--- src/rtl/fifo_pack_pkg.sv ---
// Shared types and defaults for the FIFO word packer.
package fifo_pack_pkg;

  localparam int unsigned BYTE_W             = 8;
  localparam int unsigned DEF_BYTES_PER_WORD = 4;
  localparam int unsigned DEF_TIMEOUT_CYC    = 16;

  typedef enum logic [1:0] {
    FILL,
    HOLD,
    FLUSH
  } state_e;

endpackage

--- src/rtl/fifo_word_packer_if.sv ---
// FIFO read side plus packed-word valid/ready output of the word packer.
interface fifo_word_packer_if
  import fifo_pack_pkg::*;
#(
  parameter int unsigned BYTES_PER_WORD = DEF_BYTES_PER_WORD
);

  logic                               fifo_empty;
  logic [BYTE_W-1:0]                  fifo_data;
  logic                               fifo_r_en;
  logic                               flush;
  logic [BYTE_W*BYTES_PER_WORD-1:0]   word_data;
  logic [BYTES_PER_WORD-1:0]          word_keep;
  logic                               word_valid;
  logic                               word_ready;

  modport master (
    input  fifo_empty,
    input  fifo_data,
    input  flush,
    input  word_ready,
    output fifo_r_en,
    output word_data,
    output word_keep,
    output word_valid
  );

  modport slave (
    output fifo_empty,
    output fifo_data,
    output flush,
    output word_ready,
    input  fifo_r_en,
    input  word_data,
    input  word_keep,
    input  word_valid
  );

endinterface

--- src/rtl/fifo_pack_timer.sv ---
// Idle counter for the packer: counts idle cycles and pulses once on reaching TIMEOUT_CYC.
module fifo_pack_timer
  import fifo_pack_pkg::*;
#(
  parameter int unsigned TIMEOUT_CYC = DEF_TIMEOUT_CYC
) (
  input  logic clk,
  input  logic reset,
  input  logic i_clear,
  input  logic i_inc,
  output logic o_expire
);

  localparam int unsigned CntW = $clog2(TIMEOUT_CYC + 1);

  logic [CntW-1:0] r_cnt;

  always_ff @(posedge clk or negedge reset) begin
    if (!reset) begin
      r_cnt <= '0;
    end else if (i_clear) begin
      r_cnt <= '0;
    end else if (i_inc && (r_cnt != CntW'(TIMEOUT_CYC))) begin
      r_cnt <= r_cnt + CntW'(1);
    end
  end

  // Saturating count gives a single pulse per idle stretch.
  assign o_expire = i_inc && !i_clear && (r_cnt == CntW'(TIMEOUT_CYC - 1));

endmodule

--- src/rtl/fifo_word_packer.sv ---
// Pops bytes from an 8-bit FIFO and packs them little-endian into keep-masked words.
// Optional idle-timeout auto-flush is enabled by defining FIFO_PACK_TIMEOUT_EN.
module fifo_word_packer
  import fifo_pack_pkg::*;
#(
  parameter int unsigned BYTES_PER_WORD = DEF_BYTES_PER_WORD,
  parameter int unsigned TIMEOUT_CYC    = DEF_TIMEOUT_CYC
) (
  input  logic                clk,
  input  logic                reset,
  fifo_word_packer_if.master  bus
);

  localparam int unsigned CNT_W  = $clog2(BYTES_PER_WORD + 1);
  localparam int unsigned WORD_W = BYTE_W * BYTES_PER_WORD;

  if ((BYTES_PER_WORD < 2) || (BYTES_PER_WORD > 8) || (TIMEOUT_CYC < 1)) begin : g_param_err
    $error("fifo_word_packer: BYTES_PER_WORD must be 2..8 and TIMEOUT_CYC nonzero");
  end

  state_e                    r_state, w_state_d;
  logic [WORD_W-1:0]         r_acc, w_acc_d;
  logic [CNT_W-1:0]          r_acc_cnt, w_acc_cnt_d;
  logic                      r_inflight;
  logic [WORD_W-1:0]         r_word_data, w_word_data_d;
  logic [BYTES_PER_WORD-1:0] r_word_keep, w_word_keep_d;
  logic                      r_word_valid, w_word_valid_d;

  logic                      w_out_free;
  logic                      w_complete;
  logic                      w_room;
  logic                      w_rd_en;
  logic                      w_load;
  logic                      w_flush_req;
  logic [WORD_W-1:0]         w_part_data;
  logic [BYTES_PER_WORD-1:0] w_part_keep;

  assign w_out_free = !r_word_valid || bus.word_ready;
  assign w_complete = r_inflight && (r_acc_cnt == CNT_W'(BYTES_PER_WORD - 1));

  // A completing byte that drains straight into a free output register frees the
  // whole accumulator at this edge, so popping the next byte keeps full rate.
  assign w_room  = ((int'(r_acc_cnt) + int'(r_inflight)) < int'(BYTES_PER_WORD)) ||
                   (w_complete && w_out_free);
  assign w_rd_en = reset && !bus.fifo_empty && (r_state == FILL) && w_room;

`ifdef FIFO_PACK_TIMEOUT_EN
  logic w_timeout;

  fifo_pack_timer #(
    .TIMEOUT_CYC (TIMEOUT_CYC)
  ) u_timer (
    .clk      (clk),
    .reset    (reset),
    .i_clear  (r_inflight || w_load),
    .i_inc    ((r_acc_cnt != '0) && !r_inflight),
    .o_expire (w_timeout)
  );

  assign w_flush_req = bus.flush || w_timeout;
`else
  assign w_flush_req = bus.flush;
`endif

  // Partial word: only the first acc_cnt bytes survive, stale slots read as zero.
  always_comb begin
    w_part_data = '0;
    w_part_keep = '0;
    for (int i = 0; i < int'(BYTES_PER_WORD); i++) begin
      if (i < int'(r_acc_cnt)) begin
        w_part_keep[i]                 = 1'b1;
        w_part_data[i*BYTE_W +: BYTE_W] = r_acc[i*BYTE_W +: BYTE_W];
      end
    end
  end

  always_comb begin
    w_state_d      = r_state;
    w_acc_d        = r_acc;
    w_acc_cnt_d    = r_acc_cnt;
    w_word_data_d  = r_word_data;
    w_word_keep_d  = r_word_keep;
    w_word_valid_d = r_word_valid && !bus.word_ready;
    w_load         = 1'b0;

    if (r_inflight) begin
      w_acc_d[int'(r_acc_cnt)*BYTE_W +: BYTE_W] = bus.fifo_data;
      w_acc_cnt_d                               = r_acc_cnt + CNT_W'(1);
    end

    if (w_complete) begin
      // Completion wins over any pending flush in FILL or FLUSH.
      if (w_out_free) begin
        w_load        = 1'b1;
        w_word_data_d = w_acc_d;
        w_word_keep_d = '1;
        w_acc_cnt_d   = '0;
        w_state_d     = FILL;
      end else begin
        w_state_d = HOLD;
      end
    end else begin
      unique case (r_state)
        FILL: begin
          if (w_flush_req && (r_inflight || (r_acc_cnt != '0))) begin
            w_state_d = FLUSH;
          end
        end
        FLUSH: begin
          if (!r_inflight) begin
            if (r_acc_cnt == '0) begin
              w_state_d = FILL;
            end else if (w_out_free) begin
              w_load        = 1'b1;
              w_word_data_d = w_part_data;
              w_word_keep_d = w_part_keep;
              w_acc_cnt_d   = '0;
              w_state_d     = FILL;
            end
          end
        end
        HOLD: begin
          if (w_out_free) begin
            w_load        = 1'b1;
            w_word_data_d = r_acc;
            w_word_keep_d = '1;
            w_acc_cnt_d   = '0;
            w_state_d     = FILL;
          end
        end
        default: w_state_d = FILL;
      endcase
    end

    if (w_load) begin
      w_word_valid_d = 1'b1;
    end
  end

  always_ff @(posedge clk or negedge reset) begin
    if (!reset) begin
      r_state      <= FILL;
      r_acc        <= '0;
      r_acc_cnt    <= '0;
      r_inflight   <= 1'b0;
      r_word_data  <= '0;
      r_word_keep  <= '0;
      r_word_valid <= 1'b0;
    end else begin
      r_state      <= w_state_d;
      r_acc        <= w_acc_d;
      r_acc_cnt    <= w_acc_cnt_d;
      r_inflight   <= w_rd_en;
      r_word_data  <= w_word_data_d;
      r_word_keep  <= w_word_keep_d;
      r_word_valid <= w_word_valid_d;
    end
  end

  assign bus.fifo_r_en  = w_rd_en;
  assign bus.word_data  = r_word_data;
  assign bus.word_keep  = r_word_keep;
  assign bus.word_valid = r_word_valid;

endmodule

--- src/flat_wrapper.sv ---
// flat-port wrapper written by rule: the top's interface ports become plain ports
module fifo_word_packer_flat import fifo_pack_pkg::*;
#(
  parameter int unsigned BYTES_PER_WORD = DEF_BYTES_PER_WORD,
  parameter int unsigned TIMEOUT_CYC    = DEF_TIMEOUT_CYC
)
  (clk, reset, bus_fifo_empty, bus_fifo_data, bus_flush, bus_word_ready, bus_fifo_r_en, bus_word_data, bus_word_keep, bus_word_valid);
  fifo_word_packer_if #(.BYTES_PER_WORD(BYTES_PER_WORD)) bus_i ();
  input  logic clk;
  input  logic reset;
  input wire logic [$bits(bus_i.fifo_empty)-1:0] bus_fifo_empty;
  input wire logic [$bits(bus_i.fifo_data)-1:0] bus_fifo_data;
  input wire logic [$bits(bus_i.flush)-1:0] bus_flush;
  input wire logic [$bits(bus_i.word_ready)-1:0] bus_word_ready;
  output wire logic [$bits(bus_i.fifo_r_en)-1:0] bus_fifo_r_en;
  output wire logic [$bits(bus_i.word_data)-1:0] bus_word_data;
  output wire logic [$bits(bus_i.word_keep)-1:0] bus_word_keep;
  output wire logic [$bits(bus_i.word_valid)-1:0] bus_word_valid;
  assign bus_i.fifo_empty = bus_fifo_empty;
  assign bus_i.fifo_data = bus_fifo_data;
  assign bus_i.flush = bus_flush;
  assign bus_i.word_ready = bus_word_ready;
  assign bus_fifo_r_en = bus_i.fifo_r_en;
  assign bus_word_data = bus_i.word_data;
  assign bus_word_keep = bus_i.word_keep;
  assign bus_word_valid = bus_i.word_valid;
  fifo_word_packer #(.BYTES_PER_WORD(BYTES_PER_WORD), .TIMEOUT_CYC(TIMEOUT_CYC)) u_core (.clk(clk), .reset(reset), .bus(bus_i));
endmodule
--- config.mk ---
export PLATFORM = sky130hd
export DESIGN_NAME = fifo_word_packer_flat
export DESIGN_NICKNAME = d
export VERILOG_FILES = /design/src/rtl/fifo_pack_pkg.sv /design/src/rtl/fifo_word_packer_if.sv /design/src/rtl/fifo_pack_timer.sv /design/src/rtl/fifo_word_packer.sv /design/src/flat_wrapper.sv
export SDC_FILE = /design/constraint.sdc
export NUM_CORES = 1
export LEC_CHECK = 0
export CAP_MARGIN = 20
export CORE_MARGIN = 2
export CORE_UTILIZATION = 54
export CTS_CLUSTER_DIAMETER = 80
export CTS_CLUSTER_SIZE = 28
export DETAILED_ROUTE_END_ITERATION = 6
export GPL_ROUTABILITY_DRIVEN = 0
export GPL_TIMING_DRIVEN = 0
export PLACE_DENSITY = 0.8
export SYNTH_ARGS = -nofsm -noshare
export SYNTH_HDL_FRONTEND = slang
export SYNTH_SLANG_ARGS = --single-unit
--- constraint.sdc ---
create_clock -name clk -period 2.96 [get_ports clk]
set_input_delay 0.592 -clock clk [delete_from_list [all_inputs] [get_ports clk]]
set_output_delay 0.592 -clock clk [all_outputs]
set_load 0.05 [all_outputs]
==> load_flow_metrics.sql <==
INSERT INTO impl_metrics (metric_group, metric, value, unit) VALUES
('status', 'run_status', 'finished clean', ''),
('cells_and_area', 'register_area', '1880', 'um^2'),
('cells_and_area', 'final_layout_size_suffix_gt1_share', '13.7', '%'),
('yosys', 'yosys-top-cells-count', '75 x sky130_fd_sc_hd__dfrtp_1, 39 x sky130_fd_sc_hd__o21ai_0, 29 x sky130_fd_sc_hd__nand2_1, 28 x sky130_fd_sc_hd__nor2_1, 24 x sky130_fd_sc_hd__inv_1', ''),
('global_routing', 'number_of_global_route_vias_before_repair', '2739', ''),
('timing', 'max_slew_margin', '47.7', '%'),
('cts', 'clock_path_buffers', '2', ''),
('yosys', 'synth_cell_types', '45', ''),
('route', 'drtPass1Iterations', '4', ''),
('global_routing', 'maximum_number_of_pins_on_one_net_before_global_route_repair', '56', ''),
('setup_path', 'worst-endpoint-required', '3.19', 'ns'),
('power', 'powerDensity', '1150', 'nW/um^2'),
('yosys', 'synthesis.area_per_instance', '10.3', 'um^2'),
('yosys', 'synth_largest_type_area_fraction', '54.3', '%'),
('hold_path', 'hold_path.class', 'in2async', ''),
('power', 'overall_power_of_the_completed_layout', '4.89', 'mW'),
('timing', 'tightest_slew', '0.781', 'ns'),
('route', 'vias', '2746', ''),
('cells_and_area', 'antenna_cells', '0', ''),
('route', 'drt_first_iter_violations', '170', ''),
('cells_and_area', 'finish.net_count', '418', ''),
('floorplanning', 'die_w', '84.0', 'um'),
('cells_and_area', 'finish.cell_count_without_fillers', '478', ''),
('placed_design', 'io_buffer_count', '50', ''),
('cells_and_area', 'multiInputGateArea', '1350', 'um^2'),
('route', 'final_antenna_net_count', '0', ''),
('timing', 'final.setup.tns', '0', 'ns'),
('setup_path', 'crit_path_end_kind', 'register', ''),
('cts', 'htreeDepth', '3', ''),
('route', 'route.detailed.drc', '0', ''),
('global_routing', 'grt_first_pass_wirelength', '13.2', 'mm'),
('timing', 'finalHoldViolCount', '0', ''),
('yosys', 'synth.area.top_cells', 'sky130_fd_sc_hd__dfrtp_1 54%, sky130_fd_sc_hd__o21ai_0 5.6%, sky130_fd_sc_hd__mux2_2 4.9%', ''),
('timing', 'rsz0062_at_grt', 'false', ''),
('global_routing', 'initial_antenna_violation_count', '0', ''),
('run', 'cap_violations', '0', ''),
('power', 'ir_drop', '0.000912', 'V'),
('yosys', 'most_common_cell_in_the_netlist', 'sky130_fd_sc_hd__dfrtp_1', ''),
('setup_path', 'worst-endpoint-arrival', '3.06', 'ns'),
('cts', 'worst_setup_hold_path_clk_slew', '0.08', 'ns'),
('cts', 'postCtsResizedCells', '4', ''),
('setup_path', 'worst_setup_path_category', 'reg2reg', ''),
('cts', 'cts_setup_buffers', '0', ''),
('global_routing', 'overall_global_routing_resource_usage', '23.9', '%'),
('yosys', 'synth.ff_latch_count', '75', ''),
('cts', 'numCtsBuffers', '9', ''),
('yosys', 'synth_enable_flop_cells', '0', ''),
('setup_path', 'critical_path.reg2reg.endpoint', 'u_core.bus.word_data[31]', ''),
('floorplanning', 'dieArea', '7060', 'um^2'),
('yosys', 'netlist_instances', '335', ''),
('yosys', 'seq_area_frac_synth', '54.3', '%'),
('floorplanning', 'boundaryPins', '51', ''),
('yosys', 'synth.cell_area', '3460', 'um^2'),
('floorplanning', 'die_y', '84.0', 'um'),
('cells_and_area', 'fillers', '470', ''),
('yosys', 'synthFlopType', 'sky130_fd_sc_hd__dfrtp_1', ''),
('timing', 'final.period_utilization', '95.6', '%'),
('floorplanning', 'row_count', '29', ''),
('timing', 'finClkSkew', '0.00589', 'ns'),
('timing', 'setup-violations-final', '0', ''),
('route', 'vias_per_cell', '5.74', ''),
('floorplanning', 'core-area', '6280', 'um^2'),
('setup_path', 'r2r_setup_slack', '0.13', 'ns'),
('yosys', 'synth_nets', '357', ''),
('route', 'total_wire_length', '7.97', 'mm'),
('setup_path', 'worstPathMaxFanout', '9', ''),
('timing', 'layout_min_cycle_time', '2.83', 'ns'),
('cts', 'numClockSinks', '75', ''),
('route', 'wl_per_cell', '16.7', 'um'),
('yosys', 'netlist.top_cell.by_area', 'sky130_fd_sc_hd__dfrtp_1', ''),
('setup_path', 'worstRegToRegCells', '9', '');
through the flow:
step	hold slack, ns	cell area (um^2)	setup slack, ns
finish	0.124	4270	0.131
global route	0.139	4270	0.0203
CTS	0.124	4270	0.198
detailed placement	0.475	4080	-0.174
global placement	0.463	4050	-2.54
floorplan	0.296	3460	0.385
per-layer routing:
metal,GRT usage [%],wire length (um)
met1,33.3,3600
met2,36.0,3730
met5,0,0
met4,12.9,273
met3,4.06,360
layout by cell type, fill, tap and decap left out, types with 2 or more instances in the layout:
cell type and count:
sky130_fd_sc_hd__a21oi_1 18, sky130_fd_sc_hd__a31oi_1 10, sky130_fd_sc_hd__a32oi_1 8, sky130_fd_sc_hd__buf_2 4
sky130_fd_sc_hd__buf_4 3, sky130_fd_sc_hd__buf_6 6, sky130_fd_sc_hd__clkbuf_1 5, sky130_fd_sc_hd__clkbuf_8 9
sky130_fd_sc_hd__clkdlybuf4s50_1 48, sky130_fd_sc_hd__clkinv_2 3, sky130_fd_sc_hd__clkinvlp_4 2, sky130_fd_sc_hd__dfrtp_1 75
sky130_fd_sc_hd__ha_1 9, sky130_fd_sc_hd__inv_1 24, sky130_fd_sc_hd__inv_2 2, sky130_fd_sc_hd__mux2_2 15
sky130_fd_sc_hd__nand2_1 29, sky130_fd_sc_hd__nand2b_1 4, sky130_fd_sc_hd__nand3_1 20, sky130_fd_sc_hd__nand4_1 3
sky130_fd_sc_hd__nor2_1 28, sky130_fd_sc_hd__nor3_1 4, sky130_fd_sc_hd__o21ai_0 39, sky130_fd_sc_hd__o22a_1 4
sky130_fd_sc_hd__o31ai_1 2
final cells by class:
type                            count  share of cell area [%]
Sequential cell                    75                    44.0
Multi-Input combinational cell    215                    31.7
Timing Repair Buffer               51                    12.3
Clock buffer                        9                    2.90
Buffer                             17                    2.84
Inverter                           27                    2.37
Tap cell                           77                    2.26
Clock inverter                      7                    1.61
sequential cells by signal, summed over array words and instances (netlist names):
signal                 count
u_core.bus.word_data      32
u_core.r_acc              32
u_core.bus.word_keep       4
u_core.r_acc_cnt           3
u_core.r_state             2
u_core.bus.word_valid      1
u_core.r_inflight          1
logic make-up (layout without fill, tap and decap cells):
family          Yosys count  count (layout)  synth area share (%)
simple gates             99              99                  14.4
fa+ha+maj                 9               9                  3.26
flops                    75              75                  54.3
xor+xnor                  1               1                 0.253
buf+inv                  45             111                  6.55
mux                      17              17                  5.50
compound gates           89              89                  15.7
worst max-delay path by stage:
stage / from / end / cells past startpoint
after CTS: u_core.r_acc_cnt[0] / u_core.bus.word_data[31] / 9
final: u_core.r_acc_cnt[0] / u_core.bus.word_data[31] / 9
after floorplan: u_core.r_acc_cnt[0] / bus_fifo_r_en / 5
after global placement: reset / bus_fifo_r_en / 4
after detailed placement: bus_word_ready / bus_fifo_r_en / 5
after global routing: u_core.r_acc_cnt[0] / u_core.bus.word_data[26] / 9
where the power goes:
part | total [mW] | internal (mW) | switching (mW)
Sequential | 1.58 | 1.38 | 0.198
Combinational | 2.54 | 0.904 | 1.63
Clock | 0.771 | 0.386 | 0.386
worst max-delay path, cell delays in order, from the launching register on:
cell,delay [ns]
sky130_fd_sc_hd__dfrtp_1,0.38
sky130_fd_sc_hd__buf_2,0.23
sky130_fd_sc_hd__inv_1,0.12
sky130_fd_sc_hd__ha_1,0.23
sky130_fd_sc_hd__ha_1,0.33
sky130_fd_sc_hd__nand4b_2,0.15
sky130_fd_sc_hd__nor3_2,0.56
sky130_fd_sc_hd__a31oi_1,0.31
sky130_fd_sc_hd__a32oi_1,0.30
sky130_fd_sc_hd__a21oi_1,0.10
(Power assumes the default switching activity.)
